**src/rtl/hazard_ctrl_206_if.sv**
```systemverilog
// Hazard controller bus: the pipeline-side requests and the stall/flush controls.
// With HAZ_STAT_EN defined, the stall_cycles/flush_events statistics outputs are added.
interface hazard_ctrl_206_if;
    logic [4:0]  rs_ID;
    logic [4:0]  rt_ID;
    logic        rs_used_ID;
    logic        rt_used_ID;
    logic [4:0]  rw_Ex;
    logic        RegWr_Ex;
    logic        MemToReg_Ex;
    logic        Branch_taken_Ex;
    logic        Jump_Ex;
    logic        md_start_Ex;
    logic        mem_req_Mem;
    logic        mem_ready;
    logic        pc_stall;
    logic        if_id_stall;
    logic        if_id_flush;
    logic        id_ex_stall;
    logic        id_ex_flush;
    logic        ex_mem_stall;
    logic        ex_mem_flush;
    logic        mem_wb_flush;
    logic        md_busy;
    logic        md_done;
    logic        mem_timeout;
`ifdef HAZ_STAT_EN
    logic [31:0] stall_cycles;
    logic [31:0] flush_events;
`endif

    modport master (
        output rs_ID, rt_ID, rs_used_ID, rt_used_ID, rw_Ex, RegWr_Ex, MemToReg_Ex,
               Branch_taken_Ex, Jump_Ex, md_start_Ex, mem_req_Mem, mem_ready,
        input  pc_stall, if_id_stall, if_id_flush, id_ex_stall, id_ex_flush, ex_mem_stall,
               ex_mem_flush, mem_wb_flush, md_busy, md_done, mem_timeout
`ifdef HAZ_STAT_EN
        , input stall_cycles, flush_events
`endif
    );

    modport slave (
        input  rs_ID, rt_ID, rs_used_ID, rt_used_ID, rw_Ex, RegWr_Ex, MemToReg_Ex,
               Branch_taken_Ex, Jump_Ex, md_start_Ex, mem_req_Mem, mem_ready,
        output pc_stall, if_id_stall, if_id_flush, id_ex_stall, id_ex_flush, ex_mem_stall,
               ex_mem_flush, mem_wb_flush, md_busy, md_done, mem_timeout
`ifdef HAZ_STAT_EN
        , output stall_cycles, flush_events
`endif
    );
endinterface

```
**src/rtl/hazard_ctrl_206.sv**
```systemverilog
// Pipeline hazard/stall controller: load-use interlock, redirect squash, mult/div occupancy
// of EX, memory-wait freeze and sticky timeout. HAZ_STAT_EN adds stall/flush statistics.
module hazard_ctrl_206 #(
    parameter int unsigned MD_LAT = 32,
    parameter int unsigned MEM_TO = 16
) (
    input logic             clk,
    input logic             rst_n,
    hazard_ctrl_206_if.slave bus
);
    typedef enum logic [0:0] {StRun, StMd} state_t;

    localparam logic [5:0] MdLoad  = 6'(MD_LAT - 2);
    localparam logic [7:0] WaitMax = 8'(MEM_TO);
    localparam logic [7:0] WaitHit = 8'(MEM_TO - 1);

    state_t     state_q;
    logic [5:0] md_cnt_q;
    logic [7:0] wait_cnt_q;
    logic       timeout_q;

    logic ld_use, freeze, redirect, timeout_hit;
    logic pc_stall_c, if_id_stall_c, if_id_flush_c, id_ex_stall_c, id_ex_flush_c;
    logic ex_mem_stall_c, ex_mem_flush_c, mem_wb_flush_c, md_busy_c, md_done_c;

    assign ld_use = bus.RegWr_Ex & bus.MemToReg_Ex & (bus.rw_Ex != 5'd0) &
                    ((bus.rs_used_ID & (bus.rs_ID == bus.rw_Ex)) |
                     (bus.rt_used_ID & (bus.rt_ID == bus.rw_Ex)));
    assign freeze      = bus.mem_req_Mem & ~bus.mem_ready;
    assign redirect    = bus.Branch_taken_Ex | bus.Jump_Ex;
    assign timeout_hit = freeze & (wait_cnt_q == WaitHit);

    always_comb begin
        pc_stall_c     = 1'b0;
        if_id_stall_c  = 1'b0;
        if_id_flush_c  = 1'b0;
        id_ex_stall_c  = 1'b0;
        id_ex_flush_c  = 1'b0;
        ex_mem_stall_c = 1'b0;
        ex_mem_flush_c = 1'b0;
        mem_wb_flush_c = 1'b0;
        md_busy_c      = 1'b0;
        md_done_c      = 1'b0;
        unique case (state_q)
            StRun: begin
                if (freeze) begin
                    pc_stall_c     = 1'b1;
                    if_id_stall_c  = 1'b1;
                    id_ex_stall_c  = 1'b1;
                    ex_mem_stall_c = 1'b1;
                    mem_wb_flush_c = 1'b1;
                end else if (bus.md_start_Ex) begin
                    md_busy_c      = 1'b1;
                    pc_stall_c     = 1'b1;
                    if_id_stall_c  = 1'b1;
                    id_ex_stall_c  = 1'b1;
                    ex_mem_flush_c = 1'b1;
                end else if (redirect) begin
                    if_id_flush_c = 1'b1;
                    id_ex_flush_c = 1'b1;
                end else if (ld_use) begin
                    pc_stall_c    = 1'b1;
                    if_id_stall_c = 1'b1;
                    id_ex_flush_c = 1'b1;
                end
            end
            StMd: begin
                md_busy_c = 1'b1;
                if (md_cnt_q != 6'd0) begin
                    pc_stall_c     = 1'b1;
                    if_id_stall_c  = 1'b1;
                    id_ex_stall_c  = 1'b1;
                    ex_mem_flush_c = 1'b1;
                    ex_mem_stall_c = freeze;
                    mem_wb_flush_c = freeze;
                end else if (freeze) begin
                    pc_stall_c     = 1'b1;
                    if_id_stall_c  = 1'b1;
                    id_ex_stall_c  = 1'b1;
                    ex_mem_stall_c = 1'b1;
                    mem_wb_flush_c = 1'b1;
                end else begin
                    md_done_c = 1'b1;
                end
            end
            default: ;
        endcase
    end

    // Outputs are Mealy, so they are gated by rst_n to stay low while reset is held.
    assign bus.pc_stall     = rst_n & pc_stall_c;
    assign bus.if_id_stall  = rst_n & if_id_stall_c;
    assign bus.if_id_flush  = rst_n & if_id_flush_c;
    assign bus.id_ex_stall  = rst_n & id_ex_stall_c;
    assign bus.id_ex_flush  = rst_n & id_ex_flush_c;
    assign bus.ex_mem_stall = rst_n & ex_mem_stall_c;
    assign bus.ex_mem_flush = rst_n & ex_mem_flush_c;
    assign bus.mem_wb_flush = rst_n & mem_wb_flush_c;
    assign bus.md_busy      = rst_n & md_busy_c;
    assign bus.md_done      = rst_n & md_done_c;
    assign bus.mem_timeout  = rst_n & (timeout_q | timeout_hit);

    always_ff @(posedge clk or negedge rst_n) begin
        if (!rst_n) begin
            state_q    <= StRun;
            md_cnt_q   <= 6'd0;
            wait_cnt_q <= 8'd0;
            timeout_q  <= 1'b0;
        end else begin
            unique case (state_q)
                StRun: begin
                    if (!freeze && bus.md_start_Ex) begin
                        state_q  <= StMd;
                        md_cnt_q <= MdLoad;
                    end
                end
                StMd: begin
                    if (md_cnt_q != 6'd0) begin
                        md_cnt_q <= md_cnt_q - 6'd1;
                    end else if (!freeze) begin
                        state_q <= StRun;
                    end
                end
                default: state_q <= StRun;
            endcase
            if (!freeze) begin
                wait_cnt_q <= 8'd0;
            end else if (wait_cnt_q != WaitMax) begin
                wait_cnt_q <= wait_cnt_q + 8'd1;
            end
            timeout_q <= timeout_q | timeout_hit;
        end
    end

`ifdef HAZ_STAT_EN
    logic [31:0] stall_cycles_q;
    logic [31:0] flush_events_q;

    always_ff @(posedge clk or negedge rst_n) begin
        if (!rst_n) begin
            stall_cycles_q <= 32'd0;
            flush_events_q <= 32'd0;
        end else begin
            if (bus.pc_stall) stall_cycles_q <= stall_cycles_q + 32'd1;
            if (bus.if_id_flush) flush_events_q <= flush_events_q + 32'd1;
        end
    end

    assign bus.stall_cycles = stall_cycles_q;
    assign bus.flush_events = flush_events_q;
`endif
endmodule

```
**src/flat_wrapper.sv**
```systemverilog
// flat-port wrapper written by rule: the top's interface ports become plain ports
module hazard_ctrl_206_flat 
#(
    parameter int unsigned MD_LAT = 32,
    parameter int unsigned MEM_TO = 16
)
  (clk, rst_n, bus_rs_ID, bus_rt_ID, bus_rs_used_ID, bus_rt_used_ID, bus_rw_Ex, bus_RegWr_Ex, bus_MemToReg_Ex, bus_Branch_taken_Ex, bus_Jump_Ex, bus_md_start_Ex, bus_mem_req_Mem, bus_mem_ready, bus_pc_stall, bus_if_id_stall, bus_if_id_flush, bus_id_ex_stall, bus_id_ex_flush, bus_ex_mem_stall, bus_ex_mem_flush, bus_mem_wb_flush, bus_md_busy, bus_md_done, bus_mem_timeout);
  hazard_ctrl_206_if bus_i ();
  input logic clk;
  input logic rst_n;
  input wire logic [$bits(bus_i.rs_ID)-1:0] bus_rs_ID;
  input wire logic [$bits(bus_i.rt_ID)-1:0] bus_rt_ID;
  input wire logic [$bits(bus_i.rs_used_ID)-1:0] bus_rs_used_ID;
  input wire logic [$bits(bus_i.rt_used_ID)-1:0] bus_rt_used_ID;
  input wire logic [$bits(bus_i.rw_Ex)-1:0] bus_rw_Ex;
  input wire logic [$bits(bus_i.RegWr_Ex)-1:0] bus_RegWr_Ex;
  input wire logic [$bits(bus_i.MemToReg_Ex)-1:0] bus_MemToReg_Ex;
  input wire logic [$bits(bus_i.Branch_taken_Ex)-1:0] bus_Branch_taken_Ex;
  input wire logic [$bits(bus_i.Jump_Ex)-1:0] bus_Jump_Ex;
  input wire logic [$bits(bus_i.md_start_Ex)-1:0] bus_md_start_Ex;
  input wire logic [$bits(bus_i.mem_req_Mem)-1:0] bus_mem_req_Mem;
  input wire logic [$bits(bus_i.mem_ready)-1:0] bus_mem_ready;
  output wire logic [$bits(bus_i.pc_stall)-1:0] bus_pc_stall;
  output wire logic [$bits(bus_i.if_id_stall)-1:0] bus_if_id_stall;
  output wire logic [$bits(bus_i.if_id_flush)-1:0] bus_if_id_flush;
  output wire logic [$bits(bus_i.id_ex_stall)-1:0] bus_id_ex_stall;
  output wire logic [$bits(bus_i.id_ex_flush)-1:0] bus_id_ex_flush;
  output wire logic [$bits(bus_i.ex_mem_stall)-1:0] bus_ex_mem_stall;
  output wire logic [$bits(bus_i.ex_mem_flush)-1:0] bus_ex_mem_flush;
  output wire logic [$bits(bus_i.mem_wb_flush)-1:0] bus_mem_wb_flush;
  output wire logic [$bits(bus_i.md_busy)-1:0] bus_md_busy;
  output wire logic [$bits(bus_i.md_done)-1:0] bus_md_done;
  output wire logic [$bits(bus_i.mem_timeout)-1:0] bus_mem_timeout;
  assign bus_i.rs_ID = bus_rs_ID;
  assign bus_i.rt_ID = bus_rt_ID;
  assign bus_i.rs_used_ID = bus_rs_used_ID;
  assign bus_i.rt_used_ID = bus_rt_used_ID;
  assign bus_i.rw_Ex = bus_rw_Ex;
  assign bus_i.RegWr_Ex = bus_RegWr_Ex;
  assign bus_i.MemToReg_Ex = bus_MemToReg_Ex;
  assign bus_i.Branch_taken_Ex = bus_Branch_taken_Ex;
  assign bus_i.Jump_Ex = bus_Jump_Ex;
  assign bus_i.md_start_Ex = bus_md_start_Ex;
  assign bus_i.mem_req_Mem = bus_mem_req_Mem;
  assign bus_i.mem_ready = bus_mem_ready;
  assign bus_pc_stall = bus_i.pc_stall;
  assign bus_if_id_stall = bus_i.if_id_stall;
  assign bus_if_id_flush = bus_i.if_id_flush;
  assign bus_id_ex_stall = bus_i.id_ex_stall;
  assign bus_id_ex_flush = bus_i.id_ex_flush;
  assign bus_ex_mem_stall = bus_i.ex_mem_stall;
  assign bus_ex_mem_flush = bus_i.ex_mem_flush;
  assign bus_mem_wb_flush = bus_i.mem_wb_flush;
  assign bus_md_busy = bus_i.md_busy;
  assign bus_md_done = bus_i.md_done;
  assign bus_mem_timeout = bus_i.mem_timeout;
  hazard_ctrl_206 #(.MD_LAT(MD_LAT), .MEM_TO(MEM_TO)) u_core (.clk(clk), .rst_n(rst_n), .bus(bus_i));
endmodule
```
**config.mk**
```make
export PLATFORM = sky130hd
export DESIGN_NAME = hazard_ctrl_206_flat
export DESIGN_NICKNAME = d
export VERILOG_FILES = /design/src/rtl/hazard_ctrl_206_if.sv /design/src/rtl/hazard_ctrl_206.sv /design/src/flat_wrapper.sv
export SDC_FILE = /design/constraint.sdc
export NUM_CORES = 1
export LEC_CHECK = 0
export CAP_MARGIN = 20
export CORE_MARGIN = 8
export CORE_UTILIZATION = 45
export DETAILED_ROUTE_END_ITERATION = 8
export PLACE_DENSITY_LB_ADDON = 0.15
export SLEW_MARGIN = 10
export SYNTH_ARGS = -nofsm -noshare
export SYNTH_HDL_FRONTEND = slang
export SYNTH_SLANG_ARGS = --single-unit
export TNS_END_PERCENT = 10
```
**constraint.sdc**
```tcl
create_clock -name clk -period 5.2 [get_ports clk]
set_input_delay 1.56 -clock clk [delete_from_list [all_inputs] [get_ports clk]]
set_output_delay 1.56 -clock clk [all_outputs]
set_load 0.01 [all_outputs]
```
After elaboration in Yosys (flattened, before gate mapping)
Cells that the tools add are included.
Storage, ports and cells
  register bits after elaboration: 16
  input bits: 26
Cells by class
  $add $sub $neg: 2
  eq/ne operators: 7
  mux-type cells: 34
  bitwise gates (word level): 21
  reduce and logical (&&, ||, !) cells: 5
Operator list (number)
  $mux 1: 23
  $and 1x1->1: 16
  $mux 8: 2
  $mux 6: 2
  $pmux 1 s2: 6
  $pmux 6 s2: 1
  $eq 5x5->1: 2
  $add 8x1->8 const B: 1
  $eq 8x4->1 const B: 1
  $ne 8x5->1 const B: 1
  $reduce_bool 6->1: 1
  $sub 6x1->6 const B: 1
  $reduce_bool 5->1: 1
  $ne 2x2->1 const B: 2
  $or 1x1->1: 3
  $ne 2x1->1 const B: 1
  $not 1->1: 2
  $reduce_and 2->1: 1
  $logic_and 1x1->1: 1
  $logic_not 1->1: 1

Longest topological paths before layout
  word-level depth: 10
  gate-level depth with buffers: 7
  mapped depth without buffers: 6

Least setup slack after synthesis
OpenSTA, ideal clock, no wires.
  path type: input-to-output
  start: in bus_rw_Ex[3]
  end: out bus_pc_stall
  data arrival time: 2.947 ns
  data required time: 3.640 ns
  setup slack: 0.693 ns
  cell stages on the path: 5
  buffers on the path: 1
  path through: xor2_1 nor4_1 a32oi_1 o41ai_1 buf_4
Between the ends
  longest elaborated chain between the ends: 10
Ends and longest elaborated chain
  start, declared: RTL line flat_wrapper.sv:15  | input wire logic [$bits(bus_i.rw_Ex)-1:0] bus_rw_Ex;
  $eq 5x5->1, on equally long branches: RTL line hazard_ctrl_206.sv:27, hazard_ctrl_206.sv:28
  $and 1x1->1, on equally long branches: RTL line hazard_ctrl_206.sv:27, hazard_ctrl_206.sv:28
  $or 1x1->1: RTL line hazard_ctrl_206.sv:27  | ((bus.rs_used_ID & (bus.rs_ID == bus.rw_Ex)) |
  $and 1x1->1 *: RTL line hazard_ctrl_206.sv:26  | assign ld_use = bus.RegWr_Ex & bus.MemToReg_Ex & (bus.rw_Ex != 5'd0) &
  $mux 1 * (4 in series)
  $pmux 1 s2 *
  $and 1x1->1 *
  end, declared: RTL line flat_wrapper.sv:23  | output wire logic [$bits(bus_i.pc_stall)-1:0] bus_pc_stall;
Mark *: on every way between the ends. The rest lies on a longest branch, timed or not.

Final worst setup path
  start: in bus_rw_Ex[0]
  end: out bus_id_ex_flush
Between the ends
  longest elaborated chain between the ends: 10
Ends and longest elaborated chain
  $eq 5x5->1, on equally long branches: RTL line hazard_ctrl_206.sv:27, hazard_ctrl_206.sv:28
  $and 1x1->1, on equally long branches: RTL line hazard_ctrl_206.sv:27, hazard_ctrl_206.sv:28
  $or 1x1->1: RTL line hazard_ctrl_206.sv:27
  $and 1x1->1 *: RTL line hazard_ctrl_206.sv:26
  $mux 1 *: RTL line hazard_ctrl_206.sv:61  | end else if (ld_use) begin
  $mux 1 *: RTL line hazard_ctrl_206.sv:58  | end else if (redirect) begin
  $mux 1 *: RTL line hazard_ctrl_206.sv:52  | end else if (bus.md_start_Ex) begin
  $mux 1 *: RTL line hazard_ctrl_206.sv:46  | if (freeze) begin
  $mux 1 *: RTL line hazard_ctrl_206.sv:44  | unique case (state_q)
  $and 1x1->1 *: RTL line hazard_ctrl_206.sv:95  | assign bus.id_ex_flush = rst_n & id_ex_flush_c;
  end, declared: RTL line flat_wrapper.sv:27  | output wire logic [$bits(bus_i.id_ex_flush)-1:0] bus_id_ex_flush;
Marks and branches as above.

==> key figures <==
Outcome
  • Status: finished clean

Clock network
  • Worst-skew pair later-pin latency: 0.29 ns
  • Clk sinks: 16
  • Total CTS buffers: 3
  • CTS root buffer: clkbuf_4
  • Post-CTS Setup Bufs: 0
  • CTS tree: done
  • Clock Tree Buf Depth: 2
  • Clk slew on worst S/H paths: 0.09 ns
  • CTS HTree Levels: 1

Die
  • I/O Pins: 37
  • Initial core utilization: 0.484
  • Die area: about 4200 µm²
  • Rows: 17
  • Die height: roughly 65 µm
  • Core footprint: ~2200 µm²
  • Chip width: 65.0 µm

Synthesis
  • Net Count, Synth: 148
  • Register area share after synthesis: 0.370
  • Synth warn: 0
  • Post-synth ARST share: 1.00
  • Syn Area/Cell: 9.16 µm²
  • Multiplexer share of the synthesized area: 0.00926
  • Most frequent cells after synthesis: 16 x dfrtp_1, 16 x nor2_1, 13 x xor2_1, 8 x nand2_1
  • Synth Area in XOR/XNOR: 0.146
  • Synth unique cells: 37
  • Leading post-synthesis cells by cell area: dfrtp_1 37%, xor2_1 11%, nor2_1 5.6%
  • Synth Area in Simple Gates: 0.250
  • Flops & latches, synth: 16
  • Synth Area in Compound Gates: 0.133
  • Cell count after synthesis: around 120
  • Area of the mapped netlist: 1080 µm²
  • Largest family of logic cells by synthesized area: simple AND/OR/NAND/NOR gates
  • Post-synth EDFFs: 0
  • Cell taking the most area after synthesis: dfrtp_1
  • Synth Area in Adders: 0.0463
  • Leading register cell type out of synthesis: dfrtp_1
  • Area share of the largest cell type after synthesis: 0.370

GRT
  • Antenna violations before repair: 0
  • Largest net degree at the start of global routing: 15
  • First-pass GRT wire length: 4690 µm
  • Vias in the first global route: 1035
  • GRT Residual Overflow: 0
  • Total global-route track usage: 0.140

Setup path
  • Cells along the critical path: clkdlybuf4s50_1 -> or4_1 -> nor2_1 -> or3_1 -> o21bai_1 -> clkdlybuf4s50_1
  • Worst setup SP type: input port
  • Worst Setup SP: bus_rw_Ex[0]
  • Critical path endpoint: bus_id_ex_flush
  • Crit Reg-Reg Endpoint: u_core.md_cnt_q[4]
  • Critical path's largest stage delay: 0.55 ns
  • Family with the most delay on the worst path: buffers and inverters
  • Reg2Reg Launch Point: u_core.md_cnt_q[0]
  • Critical path's slowest cell: or4_1
  • R2R cell count: 6
  • Critical path data required time: 3.64 ns
  • Critical Path AT: 3.48 ns
  • Worst setup EP type: primary output
  • CP bufs+invs: 2
  • Crit Path Category: in2out
  • Crit-path most repeated cell: clkdlybuf4s50_1
  • Reg2reg setup slack: 3.49 ns
  • CP max FO: 3
  • Critical path depth: 6

STA
  • Slew HR: 0.770
  • Layout Skew: around 0.0011 ns
  • Fin Hold WS: roughly 0.47 ns
  • Min cycle time layout: 5.04 ns
  • Final worst slack: 0.164 ns
  • F_max: 199 MHz
  • RSZ-0062 raised after global routing: no
  • Fin crit share: 0.968
  • Final hold violations: 0
  • Slew Viols, Final: 0
  • Worst-Margin Slew: about 0.34 ns
  • Final Setup Violations: 0

Detailed routing
  • DRT antenna net count: 0
  • Initial DRC Count: 42
  • DRT Wirelength: 2880 µm
  • Drt pass-1 iters: 4
  • DR vias: roughly 1000
  • Post-DR wirelength/cell: 15.4 µm
  • DR vias/cell: 5.44
  • # DRC: 0

Finish
  • Final #Nets: between 150 and 200
  • Post-Layout Cell Count: approximately 190
  • FILL cells: approximately 180
  • Area of the multi-input gates: between 600 and 700 µm²
  • Layout cells sized above 1: 0.0943
  • ANT cells: 0
  • Area growth from synthesis to layout: 41.1%
  • Register area: 400 µm²

Place
  • DP Worst Slack: -0.227 ns
  • IO buf count: 36
  • GP Congestion: 0.920
  • Placed cell count: 183
  • DP HPWL: 2310 µm

Power and ir drop
  • VDD IR-drop max: 0.000230 V
  • Tot Pwr: just over 0.4 mW
  • PwrDens: 271 nW/µm²
  • Leakage Power: 0.640 nW

Worst hold path
  • Hold Path Cell Cnt: 1
  • Hold Crit Class: reg2reg

Run
  • Max_cap viols: 0
[flip-flops by register name (all words and copies together) (netlist names)]
name	flops
u_core.state_q	1
u_core.timeout_q	1
u_core.wait_cnt_q	8
u_core.md_cnt_q	6
[through the flow]
step / utilization / TNS (ns) / instance area, µm²
2_1_floorplan: - / 0 / 1080
3_3_place_gp: 0.664 / -0.170 / 1480
3_5_place_dp: 0.664 / -0.454 / 1480
4_1_cts: 0.683 / 0 / 1530
5_1_grt: 0.683 / 0 / 1530
6_report: 0.683 / 0 / 1530
[metal layers]
metal	track usage	up-vias	share of wire
li1	-	493	-
met1	0.167	475	0.47
met2	0.224	44	0.42
met3	0.0430	5	0.090
met4	0.0654	0	0.017
met5	0	-	0
[cells by family after synthesis]
family,count (synthesis)
compound gates,19
fa+ha+maj,4
xor+xnor,18
flops,16
buf+inv,9
simple gates,51
mux,1
[worst min-delay path by stage]
stage	start	end	slack (ns)
after detailed placement	u_core.timeout_q	u_core.timeout_q	0.45
final	u_core.timeout_q	u_core.timeout_q	0.47
after floorplan	u_core.timeout_q	u_core.timeout_q	0.43
after CTS	u_core.timeout_q	u_core.timeout_q	0.47
after global routing	u_core.timeout_q	u_core.timeout_q	0.50
after global placement	u_core.timeout_q	u_core.timeout_q	0.44
[layout by cell type (no fill, tap or decap), drive strengths merged, types with 2 or more instances in the layout]
cell / count
o41ai: 2
xnor2: 5
nor2: 16
buf: 5
a21oi: 3
and2: 4
dlygate4sd2: 2
ha: 4
nor3: 2
o21ai: 5
nand2: 8
nor2b: 2
dfrtp: 16
clkdlybuf4s50: 34
clkbuf: 4
or3: 2
xor2: 13
inv: 5
a31oi: 3
nor4: 2
nand3: 4
and3: 4
[cell type report]
class / instances / share of cell area
tap: 28 / 0.0230
inverter: 5 / 0.0123
multi-input combinational: 93 / 0.419
timing repair buffer: 41 / 0.259
clock buffer: 4 / 0.0238
sequential: 16 / 0.263
[timing repair]
item | CTS | global route
hold buffers | 0 | 0
setup endpoints to repair | 2 | 0
gates resized for setup | 3 | 0
[where the power goes]
part	switching (mW)	internal [mW]	leakage [nW]
Clock	0.0403	0.0428	0.0210
Combinational	0.0672	0.0766	0.417
Sequential	0.0358	0.151	0.202
Total	0.143	0.270	0.640
Note: power is estimated with default switching activity, not from simulation.
